<file path="src/rtl/sr_pkg.sv">
// Shared types and constants for the 16X super-resolution datapath.
// Pixel, coefficient and four-tap bundle definitions used by the interpolation stages.
package sr_pkg;

    localparam int PIXEL_WIDTH = 8;
    localparam int COEF_WIDTH  = 10;
    localparam int COEF_FRAC   = 7;

    typedef logic [PIXEL_WIDTH-1:0]       pixel_t;
    typedef logic signed [COEF_WIDTH-1:0] coef_t;

    typedef struct packed {
        pixel_t [3:0] pix;
        coef_t  [3:0] coef;
    } tap4_t;

endpackage

</file>
<file path="src/rtl/bicubic_pair_mac.sv">
// Two pixel-by-weight products (S1) and their pair sum (S2).
// Pure datapath: the parent decides when each register loads.
module bicubic_pair_mac
    import sr_pkg::*;
#(
    parameter int COEF_WIDTH = sr_pkg::COEF_WIDTH
) (
    input  logic                         clk,
    input  logic                         ld_prod,
    input  logic                         ld_sum,
    input  pixel_t                       pix_a,
    input  pixel_t                       pix_b,
    input  logic signed [COEF_WIDTH-1:0] coef_a,
    input  logic signed [COEF_WIDTH-1:0] coef_b,
    output logic signed [COEF_WIDTH+9:0] sum
);

    localparam int PW = 9 + COEF_WIDTH;

    logic signed [PW-1:0] prod_a;
    logic signed [PW-1:0] prod_b;

    // Pixels are unsigned, so zero-extend to 9 bits before the signed multiply.
    always_ff @(posedge clk) begin
        if (ld_prod) begin
            prod_a <= PW'($signed({1'b0, pix_a})) * PW'(coef_a);
            prod_b <= PW'($signed({1'b0, pix_b})) * PW'(coef_b);
        end
    end

    always_ff @(posedge clk) begin
        if (ld_sum) begin
            sum <= (PW+1)'(prod_a) + (PW+1)'(prod_b);
        end
    end

endmodule

</file>
<file path="src/rtl/bicubic_tap_mac.sv">
// Four-tap bicubic MAC: 3 register stages, per-stage valid with bubble collapse.
// Define BICUBIC_MAC_ROUND_EN to round half up before the de-scale shift (floor otherwise).
module bicubic_tap_mac
    import sr_pkg::*;
#(
    parameter int COEF_WIDTH = sr_pkg::COEF_WIDTH,
    parameter int COEF_FRAC  = sr_pkg::COEF_FRAC,
    parameter int OUT_WIDTH  = 11,
    parameter int USER_WIDTH = 1
) (
    input  logic                        clk,
    input  logic                        aresetn,
    input  logic                        in_valid,
    output logic                        in_ready,
    input  pixel_t [3:0]                in_pix,
    input  logic [3:0][COEF_WIDTH-1:0]  in_coef,
    input  logic                        in_last,
    input  logic [USER_WIDTH-1:0]       in_user,
    output logic                        out_valid,
    input  logic                        out_ready,
    output logic signed [OUT_WIDTH-1:0] out_data,
    output logic                        out_last,
    output logic [USER_WIDTH-1:0]       out_user
);

    localparam int PW      = 9 + COEF_WIDTH;
    localparam int SW      = PW + 2;
    localparam int SAT_MAX = (1 << (OUT_WIDTH - 1)) - 1;
    localparam int SAT_MIN = -(1 << (OUT_WIDTH - 1));

    // Handshake: a beat moves across a port on any cycle where valid && ready.
    // Stage k is ready when empty or when its occupant leaves this cycle; readiness
    // ripples back from out_ready, so in_ready never depends on in_valid.
    logic v1, v2, v3;
    logic r1, r2, r3;
    logic ld1, ld2, ld3;

    assign r3       = !v3 || out_ready;
    assign r2       = !v2 || r3;
    assign r1       = !v1 || r2;
    assign ld1      = r1 && in_valid;
    assign ld2      = r2 && v1;
    assign ld3      = r3 && v2;
    assign in_ready = r1;
    assign out_valid = v3;

    logic                  last1, last2;
    logic [USER_WIDTH-1:0] user1, user2;

    always_ff @(posedge clk or negedge aresetn) begin
        if (!aresetn) begin
            v1    <= 1'b0;
            v2    <= 1'b0;
            v3    <= 1'b0;
            last1 <= 1'b0;
            last2 <= 1'b0;
            user1 <= '0;
            user2 <= '0;
        end else begin
            if (r1) v1 <= in_valid;
            if (r2) v2 <= v1;
            if (r3) v3 <= v2;
            if (ld1) begin
                last1 <= in_last;
                user1 <= in_user;
            end
            if (ld2) begin
                last2 <= last1;
                user2 <= user1;
            end
        end
    end

    logic signed [PW:0] sum_a;
    logic signed [PW:0] sum_b;

    bicubic_pair_mac #(.COEF_WIDTH(COEF_WIDTH)) u_pair_lo (
        .clk     (clk),
        .ld_prod (ld1),
        .ld_sum  (ld2),
        .pix_a   (in_pix[0]),
        .pix_b   (in_pix[1]),
        .coef_a  ($signed(in_coef[0])),
        .coef_b  ($signed(in_coef[1])),
        .sum     (sum_a)
    );

    bicubic_pair_mac #(.COEF_WIDTH(COEF_WIDTH)) u_pair_hi (
        .clk     (clk),
        .ld_prod (ld1),
        .ld_sum  (ld2),
        .pix_a   (in_pix[2]),
        .pix_b   (in_pix[3]),
        .coef_a  ($signed(in_coef[2])),
        .coef_b  ($signed(in_coef[3])),
        .sum     (sum_b)
    );

`ifdef BICUBIC_MAC_ROUND_EN
    localparam int RND = 1 << (COEF_FRAC - 1);
`endif

    logic signed [SW-1:0]        sum_full;
    logic signed [SW-1:0]        sum_rnd;
    logic signed [SW-1:0]        sum_shr;
    logic signed [OUT_WIDTH-1:0] sat;

    // Saturation only matters for non-normalized weights; normal kernels stay in range.
    always_comb begin
        sum_full = SW'(sum_a) + SW'(sum_b);
`ifdef BICUBIC_MAC_ROUND_EN
        sum_rnd  = sum_full + SW'(RND);
`else
        sum_rnd  = sum_full;
`endif
        sum_shr  = sum_rnd >>> COEF_FRAC;
        if (sum_shr > SW'(SAT_MAX)) begin
            sat = SAT_MAX[OUT_WIDTH-1:0];
        end else if (sum_shr < SW'(SAT_MIN)) begin
            sat = SAT_MIN[OUT_WIDTH-1:0];
        end else begin
            sat = sum_shr[OUT_WIDTH-1:0];
        end
    end

    always_ff @(posedge clk or negedge aresetn) begin
        if (!aresetn) begin
            out_data <= '0;
            out_last <= 1'b0;
            out_user <= '0;
        end else if (ld3) begin
            out_data <= sat;
            out_last <= last2;
            out_user <= user2;
        end
    end

endmodule

</file>
<file path="config.mk">
export PLATFORM = sky130hd
export DESIGN_NAME = bicubic_tap_mac
export DESIGN_NICKNAME = d
export VERILOG_FILES = /design/src/rtl/sr_pkg.sv /design/src/rtl/bicubic_pair_mac.sv /design/src/rtl/bicubic_tap_mac.sv
export SDC_FILE = /design/constraint.sdc
export NUM_CORES = 1
export LEC_CHECK = 0
export CAP_MARGIN = 10
export CORE_MARGIN = 2
export CORE_UTILIZATION = 41
export DETAILED_ROUTE_END_ITERATION = 16
export PLACE_DENSITY = 0.63
export SYNTH_ARGS = -nofsm -noshare
export SYNTH_HDL_FRONTEND = slang
export SYNTH_SLANG_ARGS = --single-unit
</file>
<file path="constraint.sdc">
create_clock -name clk -period 2.4 [get_ports clk]
set_input_delay 0.48 -clock clk [delete_from_list [all_inputs] [get_ports clk]]
set_output_delay 0.48 -clock clk [all_outputs]
set_load 0.01 [all_outputs]
</file>
After elaboration in Yosys (flattened, before gate mapping)
Cells that the tools add are included.
{"block": "word_totals", "reg_bits": 136, "latchBits": 0, "mem_bits_rw": 0, "romBits": 0, "in_bits": 78, "output_inout_bits": 15, "word_cells": 36, "n_memories": 0}
{"block": "op_classes", "add_sub_neg": 3, "n_mul": 4, "n_div": 0, "magnitude_cmp": 2, "n_eq_ne": 0, "n_shift": 0, "mux": 2, "bitwise": 0, "reduce_logical": 9}
{"cell": "9-bit by 10-bit multiplier with 19-bit output", "count": 4}
{"cell": "19-bit by 19-bit adder with 20-bit output", "count": 2}
{"cell": "11-bit two-way mux", "count": 2}
{"cell": "20-bit by 20-bit adder with 21-bit output", "count": 1}
{"cell": "14-bit by 11-bit greater-than comparator with 1-bit output (second input constant)", "count": 1}
{"cell": "14-bit by 11-bit < comparator with 1-bit output (second input constant)", "count": 1}
{"cell": "1-bit logical AND", "count": 3}
{"cell": "1-bit zero test", "count": 3}
{"cell": "1-bit logical OR", "count": 3}

Logic depth before layout (Yosys ltp)
{"block": "depth", "word_depth": 5, "depth_mapped": 21}

Cells and area by module
A second synthesis with hierarchy kept.
{"block": "hier_totals", "hier_cells": 1996, "area_unflattened_um2": 19333.5}
{"mod": "bicubic_pair_mac at u_pair_hi", "instances": 1, "cells_each": 928, "area_each_um2": 8901.0}
{"mod": "bicubic_pair_mac at u_pair_lo", "instances": 1, "cells_each": 926, "area_each_um2": 8893.5}
{"mod": "bicubic_tap_mac", "instances": 1, "cells_each": 142, "area_each_um2": 1539.0}

Least setup slack after synthesis
OpenSTA, ideal clock, no wires.
{"block": "synth_path", "kind": "input -> register", "startpoint": "input in_pix[24] (netlist name)", "endpoint": "register u_pair_hi.prod_b[18], data pin", "arrival_time_ns": 4.883, "required_time_ns": 2.134, "slack_ns": -2.749, "stages": 20, "path_buffers": 1, "path_cell_list": "clkbuf_1 > nand2_1 > fa_1 > inv_1 > ha_1 > ha_1 > inv_1 > fa_1 > inv_1 > ha_1 > fa_1 > a21o_1 > a21oi_2 > o21bai_1 > a21oi_2 > o21bai_1 > a211o_1 > a2111oi_4 > nor3_1 > or3b_1"}
{"block": "synth_via", "elab_chain_len": 1}
{"item": "from (decl)", "line_no": "bicubic_tap_mac.sv:15", "text": "input pixel_t [3:0] in_pix,"}
{"item": "9-bit by 10-bit multiplier with 19-bit output", "line_no": "bicubic_pair_mac.sv:27", "text": "prod_b <= PW'($signed({1'b0, pix_b})) * PW'(coef_b);"}
{"item": "to (signal assigned)", "line_no": "bicubic_pair_mac.sv:27"}
{"item": "to (decl)", "line_no": "bicubic_pair_mac.sv:21", "text": "logic signed [PW-1:0] prod_b;"}
No other way between the ends.
A chain may end at the register's enable or synchronous reset.

Final worst setup path
Same ends and word-level chain as after synthesis.

==> results.yml <==
run_status:
  run_status: "finished with violations"
  violations: "negative setup slack"
global_route:
  grt_util_met1_pct: 24.0
  grt_pass1_wl_um: 74300
  grt_util_all_layers_pct: 18.9
  gr-total-overflow: 0
  antenna_found_initial: 0
  gr-usage-met2_pct: 34.5
  grt-busiest-layer: "met2"
  grt_use_met3_pct: 2.17
  grt_pass1_vias: 16097
  grt_max_degree: 52
layout:
  diodes: 0
  area_growth_pct: 37.2
  finalNonFillerCells: 3070
  final_cell_mix: "inv_1 (434), buf_4 (313), fa_1 (237)"
  nets: 3010
  final_common_cell: "inv_1"
  fill_cells: 3856
  drive_above_1_share_pct: 34.0
worst_setup_path:
  worst-r2r-cell-count: 12
  cp_slowest_cell: "fa_1"
  worst-path-max-fanout: 4
  arrival_ns: 4.69
  cp_common_cell: "fa_1"
  end_kind: "register"
  worst-setup-path-type: "input pin to register"
  cp-start-kind: "input pin"
  critPathMaxStageDelay_ns: 0.54
  cp.required_ns: 2.57
  crit_chain: "buf_8, buf_6, nand2_4, fa_1, inv_2, fa_1, inv_2, fa_1, fa_1, inv_2, ha_4, a21oi_2, o21bai_1, a21oi_2, o21bai_1, a211o_1, a2111oi_4, nor3_1, or3b_1"
cts:
  cts_inserted_buffers: 17
  clk_pin_slew_ns: 0.06
  h-tree-depth: 4
  clock-root-buffer: "clkbuf_16"
  clk_latency_ns: 0.42
  cts_tree: "built"
  clock_sinks: 136
  clock_path_buffers: 2
  holdBufCountCts: 0
sta:
  rsz0062_at_grt: "yes"
  fin_crit_sh_pct: 188
  relSlewSlack_pct: 40.1
  timing.final.ws_setup_ns: -2.11
  worst_hold_slack_ns: 0.401
  skew_ns: 0.00863
  hold_violations: 0
  slew_viol_final: 0
  setup_viol: 85
  max_freq_mhz: 222
  tns_ns: -83.28
  finalCriticalPeriod_ns: 4.51
  worst_pin_slew_ns: 0.876
synthesis:
  synth_top_cell_area_share_pct: 28.0
  synth.avg_cell_area_um2: 9.52
  ys_dominant_reg_cell: "edfxtp_1"
  synth_top_cell_by_area: "fa_1"
  yosysSeqAreaShare_pct: 20.9
  ys_warn_count: 0
  ys_seq_elements: 136
  synthTopCellsByArea: "fa_1 (28%), edfxtp_1 (18%), ha_1 (14%), inv_1 (9.7%), and2_1 (5.5%)"
  synthCells: 2001
  async_flop_share_pct: 14.7
  synth_fp_nets: 2554
  syn-cell-area_mm2: 0.0190
  synth_cell_types: 65
  synth-edff-count: 116
floorplanning:
  io_pins: 93
  die_h_um: 220
  row_count: 78
  initial_core_util_pct: 41.8
  coreArea_mm2: 0.0456
  die_area_mm2: 0.0482
  die_w_um: 220
power_and_ir_drop:
  power.density_mw_per_mm2: 1400
  ir_drop_mv: 0.691
  intPower_mw: 20.9
  power_switching_mw: 15.6
  seqPwrFrac_pct: 14.2
  power_leakage_nw: 12.7
  sw_frac_of_total_pct: 42.8
  clock_power_share_pct: 7.3
  combPwrFrac_pct: 78.5
placement:
  dp_cells: 2979
  place.gp.congestion: 0.866
  dpl.hpwl_um: 34400
  port_buffers: 92
drt:
  routed_via_density: 4.78
  vias: 14671
  routed_wl_um: 42900
  drt_iter0_markers: 561
  drtAntennaViolNets: 0
  post_drt_wl_per_cell_um: 14.0
  dr.pass1.iters: 5
  drc_errors: 0
hold_path:
  min_path_type: "input pin to asynchronous set/reset pin"
run:
  maxCapViolations: 0
## sequential cells by signal (all words and copies together) (netlist names)
| register | count |
|---|---|
| last1 | 1 |
| last2 | 1 |
| out_data | 11 |
| out_last | 1 |
| out_user | 1 |
| out_valid | 1 |
| u_pair_hi.prod_a | 19 |
| u_pair_hi.prod_b | 19 |
| u_pair_hi.sum | 20 |
| u_pair_lo.prod_a | 19 |
| u_pair_lo.prod_b | 19 |
| u_pair_lo.sum | 20 |
| user1 | 1 |
| user2 | 1 |
| v1 | 1 |
| v2 | 1 |
## logic make-up after synthesis
| logic type | count (synthesis) | synth area share [%] |
|---|---|---|
| AND/OR/NAND/NOR | 537 | 14.0 |
| buffers and inverters | 524 | 10.3 |
| adder cells (fa/ha/maj) | 475 | 41.7 |
| AO/OA/AOI/OAI | 222 | 8.00 |
| flip-flops | 136 | 20.9 |
| XOR/XNOR | 97 | 4.46 |
| multiplexers | 10 | 0.565 |
## layer usage
layer  routed length (um)  vias to the layer above  share of wire [%]
li1                     -                     7187                  -
met1                18900                     7243                 44
met2                22300                      183                 52
met3                 1130                       58                2.6
met4                  590                        0                1.4
met5                    0                        -                  0
## critical path, delay by kind of cell
| family | cells | cell delay, ns |
|---|---|---|
| AO/OA/AOI/OAI | 6 | 1.14 |
| AND/OR/NAND/NOR | 3 | 0.47 |
| adder cells (fa/ha/maj) | 5 | 2.24 |
| buffers and inverters | 5 | 0.32 |
## metrics by stage
step                      area, um2  total power, mW  worst slack [ns]  util [%]
after global routing          26100             39.9             -2.28      57.3
after detailed placement      23400             28.6             -3.16      51.4
after floorplan               19800             20.4             -2.48         -
final                         26100             36.5             -2.11      57.3
after global placement        23400             27.9             -3.09      51.4
after CTS                     25500             34.6             -2.15      55.9
## power by group through the flow
stage / sequential [mW] / clock (mW) / combinational, mW
finish: 5.18 / 2.66 / 28.6
global route: 5.25 / 2.82 / 31.8
CTS: 5.17 / 2.70 / 26.7
detailed placement: 5.19 / 0 / 23.4
global placement: 5.18 / 0 / 22.7
floorplan: 4.96 / 0 / 15.5
## final cells by class
type | count | area [um2] | share of cell area [%]
sequential | 136 | 3980 | 15.2
tap | 600 | 751 | 2.87
inverter | 495 | 1870 | 7.15
timing repair buffer | 465 | 3960 | 15.2
clock buffer | 17 | 425 | 1.63
clock inverter | 15 | 176 | 0.675
multi-input combinational | 1342 | 15000 | 57.3
## synthesized netlist by cell type, types with 10 or more instances
cell and count:
inv_1 492, fa_1 266, clkbuf_1 29, a21o_1 19
o21bai_1 12, dfrtp_1 20, nor2_1 70, and2_1 167
nor3_1 21, edfxtp_1 116, o21ai_0 19, ha_1 209
nand2b_1 10, nor2b_1 14, nand2_1 191, xnor2_1 83
nand3_1 25, o21ai_1 22, a21oi_1 66, xor2_1 14
## path summary, 6_finish.rpt
path | endpoint | startpoint | slack, ns
setup / recovery | u_pair_hi.prod_b[18]$_DFFE_PP_ | in_pix[24] | -2.11
hold / removal | out_data[4]$_DFFE_PN0P_ | aresetn | 0.40
setup reg to reg | u_pair_hi.sum[18]$_DFFE_PP_ | u_pair_hi.prod_a[0]$_DFFE_PP_ | -0.47
hold reg to reg | out_last$_DFFE_PN0P_ | last2$_DFFE_PN0P_ | 0.51
max in group asynchronous | v1$_DFFE_PN0N_ | aresetn | 1.79
min in group clk | out_last$_DFFE_PN0P_ | last2$_DFFE_PN0P_ | 0.51
## repair_timing
item	in CTS	in global routing
gates resized for setup	573	173
endpoints found under the setup margin	93	92
setup buffers	65	33
cloned	3	0
pin swaps	213	169
(Power assumes the default switching activity.)
